**config.mk**
```make
export PLATFORM = sky130hd
export DESIGN_NAME = player_state_engine
export DESIGN_NICKNAME = d
export VERILOG_FILES = /design/src/rtl/player_state_engine.sv
export SDC_FILE = /design/constraint.sdc
export NUM_CORES = 1
export LEC_CHECK = 0
export ABC_AREA = 0
export BUFFER_PORTS_ARGS = -buffer_cell sky130_fd_sc_hd__buf_2
export CAP_MARGIN = 10
export CORE_MARGIN = 2
export CORE_UTILIZATION = 45
export CTS_CLUSTER_DIAMETER = 120
export CTS_CLUSTER_SIZE = 30
export DETAILED_ROUTE_END_ITERATION = 6
export SYNTH_ARGS = -nofsm -noshare
export SYNTH_HDL_FRONTEND = slang
export SYNTH_SLANG_ARGS = --single-unit
```
**constraint.sdc**
```tcl
create_clock -name clk -period 3.9 [get_ports clk]
set_input_delay 0.78 -clock clk [delete_from_list [all_inputs] [get_ports clk]]
set_output_delay 0.78 -clock clk [all_outputs]
set_load 0.05 [all_outputs]
```
**src/rtl/player_state_engine.sv**
```systemverilog
// Fighting-game player state engine: tick-paced movement, jump, crouch, attack, stun and KO.
// Optional macro BLOCK_CHIP_DAMAGE_EN makes blocked hits deal hitDamage >> 2.
module player_state_engine #(
   parameter logic [9:0]        X_MIN        = 10'd16,
   parameter logic [9:0]        X_MAX        = 10'd600,
   parameter logic [9:0]        X_START      = 10'd100,
   parameter int                WALK_STEP    = 4,
   parameter logic signed [7:0] JUMP_VEL     = 8'sd12,
   parameter int                GRAVITY      = 1,
   parameter int                CROUCH_TICKS = 8,
   parameter int                ATK1_TICKS   = 6,
   parameter int                ATK2_TICKS   = 10,
   parameter int                ATK3_TICKS   = 16,
   parameter int                STUN_TICKS   = 12,
   parameter logic [7:0]        HEALTH_INIT  = 8'd200
) (
   input  logic       clk,
   input  logic       reset,
   input  logic       gameTicks,
   input  logic       movingLeft,
   input  logic       movingRight,
   input  logic       isJumping,
   input  logic       isCrouching,
   input  logic       isBlocking,
   input  logic [1:0] comboMove,
   input  logic       hitReceived,
   input  logic [7:0] hitDamage,
   output logic [9:0] xPos,
   output logic [7:0] yPos,
   output logic [7:0] health,
   output logic       isCrouched,
   output logic       isInAir,
   output logic       isStunned,
   output logic       isPerformingAttackAnimation,
   output logic       isKO,
   output logic [1:0] attackType,
   output logic       attackStrike
);

   typedef enum logic [2:0] {S_IDLE, S_CROUCH, S_AIR, S_ATTACK, S_STUN, S_KO} state_e;

   localparam logic [10:0]       STEP11  = 11'(WALK_STEP);
   localparam logic signed [7:0] GRAV_S  = 8'(GRAVITY);
   localparam logic [7:0]        CROUCH_T = 8'(CROUCH_TICKS);
   localparam logic [7:0]        STUN_T  = 8'(STUN_TICKS);

   state_e            state_q, state_d;
   logic [9:0]        x_q, x_d;
   logic [7:0]        y_q, y_d;
   logic signed [7:0] vy_q, vy_d;
   logic [7:0]        hp_q, hp_d;
   logic [7:0]        timer_q, timer_d;
   logic [1:0]        atk_q, atk_d;
   logic              strike_q, strike_d;
   logic              pend_q, pend_d;
   logic              game_ticks_q, game_ticks_d;

   logic              tick;
   logic [10:0]       x_ext, x_plus;
   logic [9:0]        x_step;
   logic signed [9:0] y_sum;
   logic [7:0]        timer_dec;
   logic              blocked;
   logic [7:0]        dmg, hp_sub;
   logic [7:0]        atk_ticks;

   assign tick = gameTicks & ~game_ticks_q;

   always_ff @(posedge clk or posedge reset) begin
      if (reset) state_q <= S_IDLE;
      else       state_q <= state_d;
   end

   always_ff @(posedge clk or posedge reset) begin
      if (reset) begin
         x_q          <= X_START;
         y_q          <= 8'd0;
         vy_q         <= 8'sd0;
         hp_q         <= HEALTH_INIT;
         timer_q      <= 8'd0;
         atk_q        <= 2'd0;
         strike_q     <= 1'b0;
         pend_q       <= 1'b0;
         game_ticks_q <= 1'b0;
      end else begin
         x_q          <= x_d;
         y_q          <= y_d;
         vy_q         <= vy_d;
         hp_q         <= hp_d;
         timer_q      <= timer_d;
         atk_q        <= atk_d;
         strike_q     <= strike_d;
         pend_q       <= pend_d;
         game_ticks_q <= game_ticks_d;
      end
   end

   // Datapath helpers: clamped walk at 11 bits, signed height sum, saturating damage.
   always_comb begin
      x_ext  = {1'b0, x_q};
      x_plus = x_ext + STEP11;
      x_step = x_q;
      if (movingLeft && !movingRight)
         x_step = (x_ext < 11'(X_MIN) + STEP11) ? X_MIN : 10'(x_ext - STEP11);
      else if (movingRight && !movingLeft)
         x_step = (x_plus > 11'(X_MAX)) ? X_MAX : x_plus[9:0];
      y_sum     = $signed({2'b00, y_q}) + $signed({{2{vy_q[7]}}, vy_q});
      timer_dec = (timer_q == 8'd0) ? 8'd0 : timer_q - 8'd1;
      blocked   = isBlocking && (state_q == S_IDLE || state_q == S_CROUCH);
`ifdef BLOCK_CHIP_DAMAGE_EN
      dmg = blocked ? (hitDamage >> 2) : hitDamage;
`else
      dmg = blocked ? 8'd0 : hitDamage;
`endif
      hp_sub = (dmg >= hp_q) ? 8'd0 : hp_q - dmg;
      case (comboMove)
         2'd1:    atk_ticks = 8'(ATK1_TICKS);
         2'd2:    atk_ticks = 8'(ATK2_TICKS);
         default: atk_ticks = 8'(ATK3_TICKS);
      endcase
   end

   always_comb begin
      state_d      = state_q;
      x_d          = x_q;
      y_d          = y_q;
      vy_d         = vy_q;
      hp_d         = hp_q;
      timer_d      = timer_q;
      atk_d        = atk_q;
      strike_d     = 1'b0;
      pend_d       = pend_q;
      game_ticks_d = gameTicks;
      if (state_q == S_KO) begin
         state_d = S_KO;
      end else if (hitReceived) begin
         // A hit pre-empts any coincident tick.
         hp_d = hp_sub;
         if (hp_sub == 8'd0 || !blocked) begin
            state_d = (hp_sub == 8'd0) ? S_KO : S_STUN;
            timer_d = (hp_sub == 8'd0) ? 8'd0 : STUN_T;
            y_d     = 8'd0;
            vy_d    = 8'sd0;
            atk_d   = 2'd0;
            pend_d  = 1'b0;
         end
      end else if (tick) begin
         if (state_q == S_IDLE || state_q == S_AIR) x_d = x_step;
         case (state_q)
            S_IDLE, S_CROUCH: begin
               if (comboMove != 2'd0) begin
                  state_d = S_ATTACK;
                  atk_d   = comboMove;
                  timer_d = atk_ticks;
                  pend_d  = 1'b1;
               end else if (state_q == S_CROUCH) begin
                  timer_d = timer_dec;
                  if (timer_dec == 8'd0) state_d = S_IDLE;
               end else if (isJumping) begin
                  state_d = S_AIR;
                  vy_d    = JUMP_VEL;
               end else if (isCrouching) begin
                  state_d = S_CROUCH;
                  timer_d = CROUCH_T;
               end
            end
            S_AIR: begin
               if (y_sum <= 10'sd0) begin
                  y_d     = 8'd0;
                  vy_d    = 8'sd0;
                  state_d = S_IDLE;
               end else begin
                  y_d  = y_sum[7:0];
                  vy_d = vy_q - GRAV_S;
               end
            end
            S_ATTACK: begin
               strike_d = pend_q;
               pend_d   = 1'b0;
               timer_d  = timer_dec;
               if (timer_dec == 8'd0) begin
                  state_d = S_IDLE;
                  atk_d   = 2'd0;
               end
            end
            S_STUN: begin
               timer_d = timer_dec;
               if (timer_dec == 8'd0) state_d = S_IDLE;
            end
            default: state_d = state_q;
         endcase
      end
   end

   always_comb begin
      isCrouched                  = (state_q == S_CROUCH);
      isInAir                     = (state_q == S_AIR);
      isPerformingAttackAnimation = (state_q == S_ATTACK);
      isStunned                   = (state_q == S_STUN) || (state_q == S_KO);
      isKO                        = (state_q == S_KO);
      xPos                        = x_q;
      yPos                        = y_q;
      health                      = hp_q;
      attackType                  = atk_q;
      attackStrike                = strike_q;
   end

endmodule
```
# Yosys cells after proc, flatten, opt, wreduce, memory -nomap -nowiden
# Index checks and enable logic that the tools add are counted.
# Widths: inputs -> output; s select.
[totals]
elab_cells = 131
register_bits = 50
in_bits = 19
output_inout_bits = 34
[op_classes]
muxes = 56
eq_ne = 18
reduce_logical = 33
n_bitwise = 4
n_addsub = 6
order_cmp = 4
[op_table]
columns = ["op", "count"]
rows = [
  ["$mux 8", 21],
  ["$mux 10", 4],
  ["$pmux 8 s2", 2],
  ["$mux 3", 10],
  ["$logic_not 8->1", 3],
  ["$reduce_and 5->1", 3],
  ["$ne 3x3->1 const B", 4],
  ["$reduce_and 6->1", 2],
  ["$reduce_bool 3->1", 4],
  ["$add 10x3->11 const B", 1],
  ["$gt 11x10->1 const B", 1],
  ["$add 9x8->10", 1],
  ["$le 10x1->1 const B", 1],
  ["$lt 10x5->1 const B", 1],
  ["$mux 2", 5],
  ["$ne 5x5->1 const B", 2],
  ["$pmux 5 s2", 1],
  ["$sub 10x3->10 const B", 1],
  ["$mux 1", 9],
  ["$pmux 3 s3", 1],
  ["$ge 8x8->1", 1],
  ["$reduce_bool 2->1", 4],
  ["$sub 8x1->8 const B", 1],
  ["$sub 8x2->8 const B", 1],
  ["other kinds (25)", 37],
]

# Longest topological paths before layout
[depth]
ltp_word = 11
depth_mapped = 16
mapped_depth_nobuf = 14

# Worst setup path before layout
# No wires, ideal clock.
[synth_path]
kind = "input -> register"
from = "input isBlocking"
to = "register y_q[4], in the netlist yPos[4]"
slack_ps = 224
path_buffers = 1
arrival_time_ps = 3555
stages = 14
cell_sequence = "nand2_1 and2_1 ha_1 inv_1 fa_1 a211oi_2 nor2_1 o311ai_2 nor4b_2 a2111o_1 and2_4 and2_4 buf_6 a32o_1"
[synth_via]
elab_chain_cells = 8
word_cells_on_any_way = 10
classes_between = "1 x add/sub; 1 x order compare; 1 x eq/ne; 2 x mux; 5 x reduce/logical"
[synth_lines]
columns = ["item", "line_no", "source"]
rows = [
  ["from (decl)", "24", "input logic isBlocking,"],
  ["$logic_and 1x1->1 *", "109", "blocked = isBlocking && (state_q == S_IDLE || state_q == S_CROUCH);"],
  ["$mux 8", "113", "dmg = blocked ? 8'd0 : hitDamage;"],
  ["$sub 8x8->8 or $ge 8x8->1 (tied branches)", "115", "hp_sub = (dmg >= hp_q) ? 8'd0 : hp_q - dmg;"],
  ["$mux 8", "115", ""],
  ["$logic_not 8->1", "139", "if (hp_sub == 8'd0 || !blocked) begin"],
  ["$logic_or 1x1->1 *", "139", ""],
  ["$ne 2x1->1 (no line) *", "-", ""],
  ["$reduce_and 4->1 (no line) *", "-", ""],
  ["to (signal assigned)", "87", "y_q <= y_d;"],
  ["to (decl)", "49", "logic [7:0] y_q, y_d;"],
]
# Mark *: on every way between the ends. The rest lies on a longest branch, timed or not.
# A chain may end at the register's enable or synchronous reset.

# Worst setup path in the final report
[layout_path]
from = "input isBlocking"
to = "register vy_q[5]"
[layout_via]
elab_chain_cells = 8
word_cells_on_any_way = 10
classes_between = "1 x add/sub; 1 x order compare; 1 x eq/ne; 2 x mux; 5 x reduce/logical"
[layout_lines]
columns = ["item", "line_no", "source"]
rows = [
  ["$logic_and 1x1->1 *", "109", ""],
  ["$mux 8", "113", ""],
  ["$sub 8x8->8 or $ge 8x8->1 (tied branches)", "115", ""],
  ["$mux 8", "115", ""],
  ["$logic_not 8->1", "139", ""],
  ["$logic_or 1x1->1 *", "139", ""],
  ["$ne 2x1->1 (no line) *", "-", ""],
  ["$reduce_and 7->1 (no line) *", "-", ""],
  ["to (signal assigned)", "88", "vy_q <= vy_d;"],
  ["to (decl)", "50", "logic signed [7:0] vy_q, vy_d;"],
]
# Marks and branches as above.

==> impl_results.md <==
* Core area at 0.00876 mm²
* Clk slew on worst S/H paths at around 100 ps
* Final Hold Fails at 0
* Largest net degree at the start of global routing at 49
* Slew Limit Fails at 0
* Die ar. at 0.00990 mm²
* CTS tree: done
* Post-synthesis cell count at 492
* Starting DRC count in detailed routing at 128
* DRC errors left at 0
* Yosys warns at 0
* Worst setup EP type: flop
* DP Worst Slack at roughly 57 ps
* Total CTS buffers at 5
* # rows at 34
* Drt pass-1 iters at 4
* Starting Density at a little under half
* Number of post-CTS setup repair buffers at 0
* Critical-path cell list: buf_2, nand2_1, and2_1, ha_1, inv_1, fa_1, a211oi_2, or3b_1, o311ai_2, nor4b_2, a2111o_1, nand3_1, a22oi_1, o31ai_1
* HPWL Detailed at 7710 µm
* PD cells at 495 mW/mm²
* CP max FO at 10
* Post-CTS sizing at 0
* Startpoint types: primary input
* Worst EP required at 4080 ps
* Antenna Diode Count at 0
* Clock Skew at 9.03 ps
* CP Data Arrival Time at around 3700 ps
* P_leak at 2.06 nW
* Worst skew pair latency at 310 ps
* GP Congestion at 0.878
* Via density at 5.92
* Top achievable clock speed at 0.282 GHz
* Root buffer cell: clkbuf_8
* Tightest Pin Transition at 993 ps
* CTS H-tree lvls at 2
* Nets@finish at 583
* Period Utilization, post-route at 90.8%
* Max clock buf depth at 2
* Seq/Total Area, Yosys at a little under 30%
* Most frequent cells in the layout: buf_2, nand2_1, dfrtp_1
* Worst hold path class: flop to flop
* Power Total at 2.25 mW
* Normalized max-slew margin at 33.7%
* Sink Count at 48
* Finish-stage setup viols at 0
* Ys async rst share at 100%
* Remaining antenna violation count at 0
* Placed cells at between 600 and 700
* Post-Syn Area at 0.00410 mm²
* Max-capacitance violation count at 0
* Crit path max-delay family: compound AO/OA/AOI/OAI gates
* Die height at around 99 µm
* Remaining Overflow, GRT at 0
* Peak VDD IR at 0.438 mV
* Primary FF master, synth: dfrtp_1
* IO buf count at 50
* Via count at 3816
* Synth-to-Final Area Change at 10.7%
* Mean area per synthesized cell at approximately 8.3 µm²
* Non-filler cells, final at 645
* Chip Width at 99.5 µm
* Setup TNS at 0 ps
* Yosys cell types at 80
* Drt wl/cell at 15.7 µm
* Most common cell after layout, fill and taps aside: buf_2
* Vias in the first global route at 3668
* Setup ws final at 359 ps
* Initial antenna violation count at 0
* Finished Core Util at between 50% and 60%
* Status: finished, final reports clean
* Global-route wire length before repair at 17500 µm
* Yosys reg bits at 48
* CP max-delay cell: fa_1
* Total track usage at a little over a fifth
* Post-CTS Hold Buffers at 0
* Final Critical Period at 3540 ps
* Layout cell share with drive strength beyond 1 at a little under a fifth
* CP max stage delay at approximately 400 ps
* EDFF count, synth at 0
* Buf/Inv on CP at 2
* Top Ports at 53
* Setup CP Type: primary input to flop
* RSZ-0062 raised after global routing: false
* Final wirelength at approximately 10000 µm
==> worst register-to-register path, stage by stage (launching register included) <==
cell and delay, ps:
dfrtp_1 390, nor2_1 220, nand2_1 100, buf_4 170
nand2_1 70, ha_1 320, and2b_1 220, a221oi_2 300
o311ai_2 160, nor4b_2 340, a2111o_1 330, nand3_1 360
a22oi_1 310, o31ai_1 110
==> power by group <==
group          internal, mW  total, mW  switching, mW
Combinational         0.434       1.28          0.842
Clock                 0.125      0.306          0.180
Sequential            0.580      0.666         0.0862
==> per-stage QoR <==
stage               hold slack [ps]  cell area, µm²
global route                    514            4540
CTS                             510            4540
detailed placement              488            4450
finish                          505            4540
global placement                489            4450
floorplan                       471            4110
==> path summary, 6_finish.rpt <==
check,startpoint,end,slack [ps],cells past startpoint
setup / recovery,isBlocking,vy_q[5],360,14
hold / removal,health[3],health[3],500,2
setup reg to reg,state_q[2],vy_q[5],370,13
hold reg to reg,health[3],health[3],500,2
max in group asynchronous,reset,timer_q[1],2580,2
min in group asynchronous,reset,vy_q[1],700,2
==> state kept, by name (all words and copies together) (netlist names) <==
| name | cells |
|---|---|
| pend_q | 1 |
| state_q | 3 |
| game_ticks_q | 1 |
| timer_q | 8 |
| health | 8 |
| vy_q | 8 |
| attackStrike | 1 |
| attackType | 2 |
| yPos | 8 |
| xPos | 8 |
==> cells in the mapped netlist, drive strengths merged (7+ instances only) <==
master / number / area, µm²
a211oi: 9 / 77.6
nor3: 17 / 85.1
buf: 7 / 47.5
dfrtp: 42 / 1050
or2: 7 / 43.8
inv: 30 / 113
o21ai: 40 / 204
a31oi: 7 / 43.8
nand3: 14 / 70.1
a22o: 8 / 70.1
clkbuf: 17 / 63.8
a21oi: 28 / 140
nand2: 47 / 176
ha: 26 / 325
o21a: 7 / 60.1
o31ai: 11 / 82.6
nor2: 36 / 135
and2: 11 / 73.8
==> layout make-up <==
| type | instances | area (µm²) |
|---|---|---|
| Inverter | 30 | 113 |
| Timing Repair Buffer | 60 | 323 |
| Multi-Input combinational cell | 391 | 2680 |
| Clock inverter | 3 | 18.8 |
| Tap cell | 108 | 135 |
| Clock buffer | 5 | 68.8 |
| Fill cell | 863 | 4220 |
| Sequential cell | 48 | 1210 |
==> kinds of logic after synthesis <==
logic type / synth area share, %
compound gates: 29.9
xor+xnor: 1.49
fa+ha+maj: 8.90
buf+inv: 5.46
flops: 29.5
mux: 1.59
other cells: 0.0914
simple gates: 23.1
==> routing by layer <==
layer | routed length (µm) | vias up | track usage (%)
met4 | 102 | 0 | 4.32
met1 | 4730 | 1818 | 29.2
li1 | - | 1922 | -
met5 | 0 | - | 0
met2 | 4910 | 67 | 36.4
met3 | 364 | 9 | 2.95
No activity file was read; power rests on OpenSTA's default activity.
